===== src/rtl/sdram_init_seq_if.sv =====
// SDRAM command bus plus the refresh request/grant handshake between the
// init/refresh sequencer (master) and the main memory controller (slave).
interface sdram_init_seq_if;
    logic        sdr_cs_n;
    logic        sdr_ras_n;
    logic        sdr_cas_n;
    logic        sdr_we_n;
    logic [12:0] sdr_addr;
    logic [1:0]  sdr_ba;
    logic        sdr_init_done;
    logic        ref_gnt;
    logic        ref_req;
    logic        ref_busy;
    logic        ref_miss;

    modport master (
        output sdr_cs_n, sdr_ras_n, sdr_cas_n, sdr_we_n, sdr_addr, sdr_ba,
        output sdr_init_done, ref_req, ref_busy, ref_miss,
        input  ref_gnt
    );

    modport slave (
        input  sdr_cs_n, sdr_ras_n, sdr_cas_n, sdr_we_n, sdr_addr, sdr_ba,
        input  sdr_init_done, ref_req, ref_busy, ref_miss,
        output ref_gnt
    );
endinterface


===== src/rtl/sdram_init_seq.sv =====
// SDRAM power-up sequencer (NOP wait, PRECHARGE ALL, N_REF x AUTO REFRESH, LMR).
// Define SDR_INIT_PERIODIC_REF_EN to add periodic refresh with a req/gnt handshake.
module sdram_init_seq #(
    parameter int          T_PWRUP  = 505,
    parameter int          T_RP     = 2,
    parameter int          T_RFC    = 7,
    parameter int          N_REF    = 2,
    parameter int          T_MRD    = 8,
    parameter logic [12:0] MODE_REG = 13'h033,
    parameter int          T_REFI   = 390
) (
    input  logic             clk,
    input  logic             reset,
    sdram_init_seq_if.master bus
);
    localparam int MAX_0 = (T_PWRUP > T_RP) ? T_PWRUP : T_RP;
    localparam int MAX_1 = (MAX_0 > T_RFC) ? MAX_0 : T_RFC;
    localparam int MAX_2 = (MAX_1 > T_MRD) ? MAX_1 : T_MRD;
    localparam int T_MAX = (MAX_2 > T_REFI) ? MAX_2 : T_REFI;
    localparam int CNT_W = $clog2(T_MAX) + 1;
    localparam int REF_W = $clog2(N_REF) + 1;

    localparam logic [3:0]  CMD_NOP = 4'b1111;
    localparam logic [3:0]  CMD_PRE = 4'b0010;
    localparam logic [3:0]  CMD_REF = 4'b0001;
    localparam logic [3:0]  CMD_LMR = 4'b0000;
    localparam logic [12:0] ADDR_ALL_BANKS = 13'h0400;

    typedef enum logic [3:0] {
        S_PWRUP, S_PRE, S_WAIT_RP, S_REF, S_WAIT_RFC, S_LMR, S_WAIT_MRD, S_DONE,
        S_P_PRE, S_P_WAIT_RP, S_P_REF, S_P_WAIT_RFC
    } state_t;

    state_t           state;
    logic [CNT_W-1:0] cnt;
    logic [REF_W-1:0] ref_cnt;
    logic [3:0]       cmd;
    logic [12:0]      addr;
    logic             init_done;
    logic             cnt_last;

    // Every wait is loaded with its cycle count and ends when it reaches 1,
    // so the following command appears exactly that many cycles later.
    assign cnt_last = (cnt == CNT_W'(1));

`ifdef SDR_INIT_PERIODIC_REF_EN
    logic [CNT_W-1:0] icnt;
    logic             req;
    logic             busy;
    logic             miss;
    logic             gnt_seen;
    logic             expire;
    logic             req_clr;

    assign expire  = init_done && (icnt == CNT_W'(1));
    assign req_clr = (state == S_DONE) && gnt_seen;
`endif

    always_ff @(posedge clk or posedge reset) begin
        if (reset) begin
            state     <= S_PWRUP;
            cnt       <= CNT_W'(T_PWRUP);
            ref_cnt   <= REF_W'(N_REF);
            cmd       <= CMD_NOP;
            addr      <= '0;
            init_done <= 1'b0;
`ifdef SDR_INIT_PERIODIC_REF_EN
            busy      <= 1'b0;
            gnt_seen  <= 1'b0;
`endif
        end else begin
            cmd  <= CMD_NOP;
            addr <= '0;
            case (state)
                S_PWRUP: begin
                    if (cnt_last) begin
                        state <= S_PRE;
                        cmd   <= CMD_PRE;
                        addr  <= ADDR_ALL_BANKS;
                    end else begin
                        cnt <= cnt - CNT_W'(1);
                    end
                end
                S_PRE: begin
                    state <= S_WAIT_RP;
                    cnt   <= CNT_W'(T_RP);
                end
                S_WAIT_RP: begin
                    if (cnt_last) begin
                        state   <= S_REF;
                        cmd     <= CMD_REF;
                        ref_cnt <= ref_cnt - REF_W'(1);
                    end else begin
                        cnt <= cnt - CNT_W'(1);
                    end
                end
                S_REF: begin
                    state <= S_WAIT_RFC;
                    cnt   <= CNT_W'(T_RFC);
                end
                S_WAIT_RFC: begin
                    if (cnt_last) begin
                        if (ref_cnt != '0) begin
                            state   <= S_REF;
                            cmd     <= CMD_REF;
                            ref_cnt <= ref_cnt - REF_W'(1);
                        end else begin
                            state <= S_LMR;
                            cmd   <= CMD_LMR;
                            addr  <= MODE_REG;
                        end
                    end else begin
                        cnt <= cnt - CNT_W'(1);
                    end
                end
                S_LMR: begin
                    state <= S_WAIT_MRD;
                    cnt   <= CNT_W'(T_MRD);
                end
                S_WAIT_MRD: begin
                    if (cnt_last) begin
                        state     <= S_DONE;
                        init_done <= 1'b1;
                    end else begin
                        cnt <= cnt - CNT_W'(1);
                    end
                end
`ifdef SDR_INIT_PERIODIC_REF_EN
                // The grant is captured one edge before the PRECHARGE is driven.
                S_DONE: begin
                    if (gnt_seen) begin
                        state    <= S_P_PRE;
                        cmd      <= CMD_PRE;
                        addr     <= ADDR_ALL_BANKS;
                        busy     <= 1'b1;
                        gnt_seen <= 1'b0;
                    end else if (req && bus.ref_gnt) begin
                        gnt_seen <= 1'b1;
                    end
                end
                S_P_PRE: begin
                    state <= S_P_WAIT_RP;
                    cnt   <= CNT_W'(T_RP);
                end
                S_P_WAIT_RP: begin
                    if (cnt_last) begin
                        state <= S_P_REF;
                        cmd   <= CMD_REF;
                    end else begin
                        cnt <= cnt - CNT_W'(1);
                    end
                end
                S_P_REF: begin
                    state <= S_P_WAIT_RFC;
                    cnt   <= CNT_W'(T_RFC);
                end
                S_P_WAIT_RFC: begin
                    if (cnt_last) begin
                        state <= S_DONE;
                        busy  <= 1'b0;
                    end else begin
                        cnt <= cnt - CNT_W'(1);
                    end
                end
`else
                S_DONE: state <= S_DONE;
`endif
                default: begin
                    state <= S_PWRUP;
                    cnt   <= CNT_W'(T_PWRUP);
                end
            endcase
        end
    end

`ifdef SDR_INIT_PERIODIC_REF_EN
    // Refresh interval keeps running regardless of refresh activity.
    always_ff @(posedge clk or posedge reset) begin
        if (reset) begin
            icnt <= CNT_W'(T_REFI);
            req  <= 1'b0;
            miss <= 1'b0;
        end else begin
            miss <= 1'b0;
            if (init_done) begin
                icnt <= expire ? CNT_W'(T_REFI) : icnt - CNT_W'(1);
            end
            if (expire) begin
                req  <= 1'b1;
                miss <= req && !req_clr;
            end else if (req_clr) begin
                req <= 1'b0;
            end
        end
    end

    assign bus.ref_req  = req;
    assign bus.ref_busy = busy;
    assign bus.ref_miss = miss;
`else
    logic unused_gnt;
    assign unused_gnt   = bus.ref_gnt;
    assign bus.ref_req  = 1'b0;
    assign bus.ref_busy = 1'b0;
    assign bus.ref_miss = 1'b0;
`endif

    assign {bus.sdr_cs_n, bus.sdr_ras_n, bus.sdr_cas_n, bus.sdr_we_n} = cmd;
    assign bus.sdr_addr      = addr;
    assign bus.sdr_ba        = 2'b00;
    assign bus.sdr_init_done = init_done;
endmodule


===== src/flat_wrapper.sv =====
// flat-port wrapper written by rule: the top's interface ports become plain ports
module sdram_init_seq_flat 
#(
    parameter int          T_PWRUP  = 505,
    parameter int          T_RP     = 2,
    parameter int          T_RFC    = 7,
    parameter int          N_REF    = 2,
    parameter int          T_MRD    = 8,
    parameter logic [12:0] MODE_REG = 13'h033,
    parameter int          T_REFI   = 390
)
  (clk, reset, bus_sdr_cs_n, bus_sdr_ras_n, bus_sdr_cas_n, bus_sdr_we_n, bus_sdr_addr, bus_sdr_ba, bus_sdr_init_done, bus_ref_req, bus_ref_busy, bus_ref_miss, bus_ref_gnt);
  sdram_init_seq_if bus_i ();
  input  logic clk;
  input  logic reset;
  output wire logic [$bits(bus_i.sdr_cs_n)-1:0] bus_sdr_cs_n;
  output wire logic [$bits(bus_i.sdr_ras_n)-1:0] bus_sdr_ras_n;
  output wire logic [$bits(bus_i.sdr_cas_n)-1:0] bus_sdr_cas_n;
  output wire logic [$bits(bus_i.sdr_we_n)-1:0] bus_sdr_we_n;
  output wire logic [$bits(bus_i.sdr_addr)-1:0] bus_sdr_addr;
  output wire logic [$bits(bus_i.sdr_ba)-1:0] bus_sdr_ba;
  output wire logic [$bits(bus_i.sdr_init_done)-1:0] bus_sdr_init_done;
  output wire logic [$bits(bus_i.ref_req)-1:0] bus_ref_req;
  output wire logic [$bits(bus_i.ref_busy)-1:0] bus_ref_busy;
  output wire logic [$bits(bus_i.ref_miss)-1:0] bus_ref_miss;
  input wire logic [$bits(bus_i.ref_gnt)-1:0] bus_ref_gnt;
  assign bus_sdr_cs_n = bus_i.sdr_cs_n;
  assign bus_sdr_ras_n = bus_i.sdr_ras_n;
  assign bus_sdr_cas_n = bus_i.sdr_cas_n;
  assign bus_sdr_we_n = bus_i.sdr_we_n;
  assign bus_sdr_addr = bus_i.sdr_addr;
  assign bus_sdr_ba = bus_i.sdr_ba;
  assign bus_sdr_init_done = bus_i.sdr_init_done;
  assign bus_ref_req = bus_i.ref_req;
  assign bus_ref_busy = bus_i.ref_busy;
  assign bus_ref_miss = bus_i.ref_miss;
  assign bus_i.ref_gnt = bus_ref_gnt;
  sdram_init_seq #(.T_PWRUP(T_PWRUP), .T_RP(T_RP), .T_RFC(T_RFC), .N_REF(N_REF), .T_MRD(T_MRD), .MODE_REG(MODE_REG), .T_REFI(T_REFI)) u_core (.clk(clk), .reset(reset), .bus(bus_i));
endmodule

===== config.mk =====
export PLATFORM = sky130hd
export DESIGN_NAME = sdram_init_seq_flat
export DESIGN_NICKNAME = d
export VERILOG_FILES = /design/src/rtl/sdram_init_seq_if.sv /design/src/rtl/sdram_init_seq.sv /design/src/flat_wrapper.sv
export SDC_FILE = /design/constraint.sdc
export NUM_CORES = 1
export LEC_CHECK = 0
export BUFFER_PORTS_ARGS = -buffer_cell sky130_fd_sc_hd__buf_4
export CAP_MARGIN = 0
export CORE_ASPECT_RATIO = 0.7
export CORE_MARGIN = 2
export CORE_UTILIZATION = 49
export DETAILED_ROUTE_END_ITERATION = 8
export PLACE_DENSITY = 0.75
export SLEW_MARGIN = 40
export SYNTH_ARGS = -nofsm -noshare
export SYNTH_HDL_FRONTEND = slang
export SYNTH_SLANG_ARGS = --single-unit

===== constraint.sdc =====
create_clock -name clk -period 1.7 [get_ports clk]
set_clock_uncertainty 0.05 [all_clocks]
set_input_delay 0.255 -clock clk [delete_from_list [all_inputs] [get_ports clk]]
set_output_delay 0.255 -clock clk [all_outputs]
set_load 0.01 [all_outputs]

==> results.yml <==
outcome:
  outcome: "finished with violations"
  violations: "negative setup slack"
layout:
  mostFrequentLayoutCell: "buf_4"
  multiInputGateArea_um2: 703.2
  antenna_cells: 0
  final_cell_mix: "buf_4 (25), nand2_1 (13), conb_1 (13), o21ai_0 (12), dfstp_2 (11)"
  num-nets-final: 174
  drive_above_1_share: 0.3353
  final_area_mm2: 0.001570
  register_area_um2: 539.3
  fill_cells: 213
  area_delta_synth_final_pct: 20.21
worst_setup_path:
  crit_arrival_ns: 1.87
  cp_max_fo: 9
  end_kind: "register"
  critPathLaunchType: "register"
  path_class: "reg -> reg"
  required_ns: 1.86
  crit_chain: "nor2_4 -> a311o_1 -> buf_4 -> o31ai_2 -> o31a_1"
  slowest_stage: "dfstp_2"
  crit_path_max_incr_delay_ns: 0.61
  crit_family: "compound AO/OA/AOI/OAI gates"
  critPathBufInv: 1
sta:
  tns_ns: -0.002918
  setup_viol: 1
  timing_hold_violations_final: 0
  fin_crit_sh: 1.002
  slew_viol_final: 0
  fmax_mhz: 587.2
  hold_slack_ns: 0.4319
  period_needed_ns: 1.703
  fin_ws_ns: -0.002918
  rsz0062_at_grt: "true"
synth:
  synth_area_per_cell_um2: 8.767
  netlist_instances: 149
  syn_area_mm2: 0.001306
  ys_ff_latch: 21
  synth.distinct_cells: 44
  synth.yosys.warnings: 0
  ys_seq_area_frac: 0.4128
place:
  port_buffers: 11
  hpwl_um: 2155
  placed_cell_area_mm2: 0.001418
  routabilityCongestion: 0.8729
routing:
  wl_met1_um: 1395
  wl_met2_um: 1390
  wl_per_cell_um: 15.57
  drc: 0
  drt_iter0_drc: 75
  top_layer: "met4"
  drt_wl_total_um: 3129
  ant_nets: 0
  viasPerCell: 5.776
  wl_met3_um: 301
  first_pass_iters: 4
  num_vias: 1161
floorplan:
  dieWidth_um: 65.71
  die_y_um: 47.20
  rows: 15
  ios: 26
  core_mm2: 0.002496
  dieArea_mm2: 0.003102
  start_util: 0.5233
power_and_ir_drop:
  powerDensity_mw_per_mm2: 556.0
  pwr-share-comb: 0.032
  p_seq_frac: 0.573
  p_int_mw: 0.6691
  ir_drop_mv: 0.3516
  pwr-share-clk: 0.395
  switchingPower_mw: 0.2040
  swShare: 0.2337
  p_leak_nw: 0.6470
clock_network:
  clk_root_buffer_cell: "clkbuf_8"
  clock_latency_ns: 0.27
  cts_tree: "built"
  htreeDepth: 1
  clkTransAtPathRegs_ns: 0.08
  cts_buffers: 3
  cts_buffer_depth: 2
  cts_num_sinks: 21
grt:
  grt_remaining_overflow: 0
  track_usage: 0.2069
  antenna_found_initial: 0
  grt_pass1_wl_um: 4767
  grt_pass1_vias: 1026
  grt_start_max_net_pins: 22
run:
  max-cap-violations: 0
hold_path:
  hold_class: "reg -> reg"
==> cells by family (layout without fill, tap and decap cells) <==
logic type               Yosys count  in the layout  synth area share
adder cells (fa/ha/maj)            3              3           0.02874
XOR/XNOR                           2              2           0.01341
buffers and inverters             35             41            0.1513
other                              1             13          0.002871
flip-flops                        21             21            0.4128
AND/OR/NAND/NOR                   43             43            0.1667
AO/OA/AOI/OAI                     44             44            0.2241
==> cells in the mapped netlist (all sizes together) <==
| master | count | area share |
|---|---|---|
| a2111oi | 1 | 0.0067 |
| a211o | 1 | 0.0067 |
| a211oi | 2 | 0.011 |
| a21boi | 1 | 0.0057 |
| a21o | 1 | 0.0057 |
| a21oi | 6 | 0.023 |
| a22oi | 2 | 0.011 |
| a311o | 1 | 0.0077 |
| a311oi | 2 | 0.013 |
| a31o | 1 | 0.0067 |
| a31oi | 4 | 0.019 |
| and3 | 3 | 0.014 |
| buf | 18 | 0.10 |
| clkbuf | 6 | 0.018 |
| conb | 1 | 0.0029 |
| dfrtp | 10 | 0.19 |
| dfstp | 11 | 0.22 |
| ha | 3 | 0.029 |
| inv | 11 | 0.032 |
| nand2 | 13 | 0.037 |
| nand2b | 2 | 0.0096 |
| nand3 | 3 | 0.011 |
| nand4 | 1 | 0.0048 |
| nor2 | 9 | 0.028 |
| nor2b | 1 | 0.0048 |
| nor3 | 3 | 0.011 |
| nor4 | 2 | 0.014 |
| o21a | 1 | 0.0057 |
| o21ai | 12 | 0.046 |
| o21bai | 2 | 0.011 |
| o22a | 1 | 0.0067 |
| o31a | 1 | 0.0067 |
| o31ai | 4 | 0.023 |
| o41ai | 1 | 0.0067 |
| or2 | 2 | 0.0096 |
| or3 | 2 | 0.0096 |
| or4 | 2 | 0.011 |
| xnor2 | 1 | 0.0067 |
| xor2 | 1 | 0.0067 |
==> worst paths after layout <==
kind	from	end	slack (ns)	cells after the start
worst max-delay path	u_core.cnt[3]	u_core.cnt[7]	-0.003	5
worst min-delay path	u_core.ref_cnt[0]	u_core.ref_cnt[0]	0.43	1
worst max register to register	u_core.cnt[3]	u_core.cnt[7]	-0.003	5
worst min register to register	u_core.ref_cnt[0]	u_core.ref_cnt[0]	0.43	1
max in group asynchronous	reset	u_core.cnt[7]	0.81	4
min in group asynchronous	reset	u_core.state[1]	0.52	4
==> routing by layer <==
metal  track usage  up-vias
li1              -      533
met1        0.2774      541
met2        0.3313       79
met3       0.04796        8
met4       0.08333        0
met5             0        -
==> sequential cells by signal (all words and copies together) (netlist names) <==
register	count
u_core.cmd	3
u_core.state	3
u_core.bus.sdr_init_done	1
u_core.bus.sdr_addr	2
u_core.cnt	10
u_core.ref_cnt	2
==> metrics by stage <==
stage / util / cells / total power, mW / setup slack (ns)
detailed placement: 0.5679 / 194 / 0.5357 / -0.04753
CTS: 0.6065 / 200 / 0.8807 / 0.001479
floorplan: - / 161 / 0.5512 / 0.01838
finish: 0.6291 / 201 / 0.8731 / -0.002918
global route: 0.6291 / 201 / 0.8939 / -0.03539
global placement: 0.5679 / 194 / 0.5353 / -0.007248
==> final cells by class <==
cell class | instances | share of cell area
Clock buffer | 3 | 0.02629
Multi-Input combinational cell | 105 | 0.4478
Inverter | 11 | 0.02629
Clock inverter | 1 | 0.003187
Tap cell | 34 | 0.02709
Timing Repair Buffer | 26 | 0.1259
Sequential cell | 21 | 0.3434
==> timing repair <==
action	CTS	global route
setup buffers	1	1
pin swaps	2	5
hold endpoints to repair	10	0
resized for setup	8	8
hold buffers	1	0
endpoints found under the setup margin	8	11
==> power by group through the flow <==
stage	Clock [mW]	Combinational [mW]	Sequential (mW)
5_1_grt	0.361	0.0318	0.501
2_1_floorplan	0	0.0419	0.509
3_3_place_gp	0	0.0260	0.509
3_5_place_dp	0	0.0264	0.509
4_1_cts	0.352	0.0281	0.501
6_report	0.345	0.0280	0.501
Power figures use the tool's default switching activity.
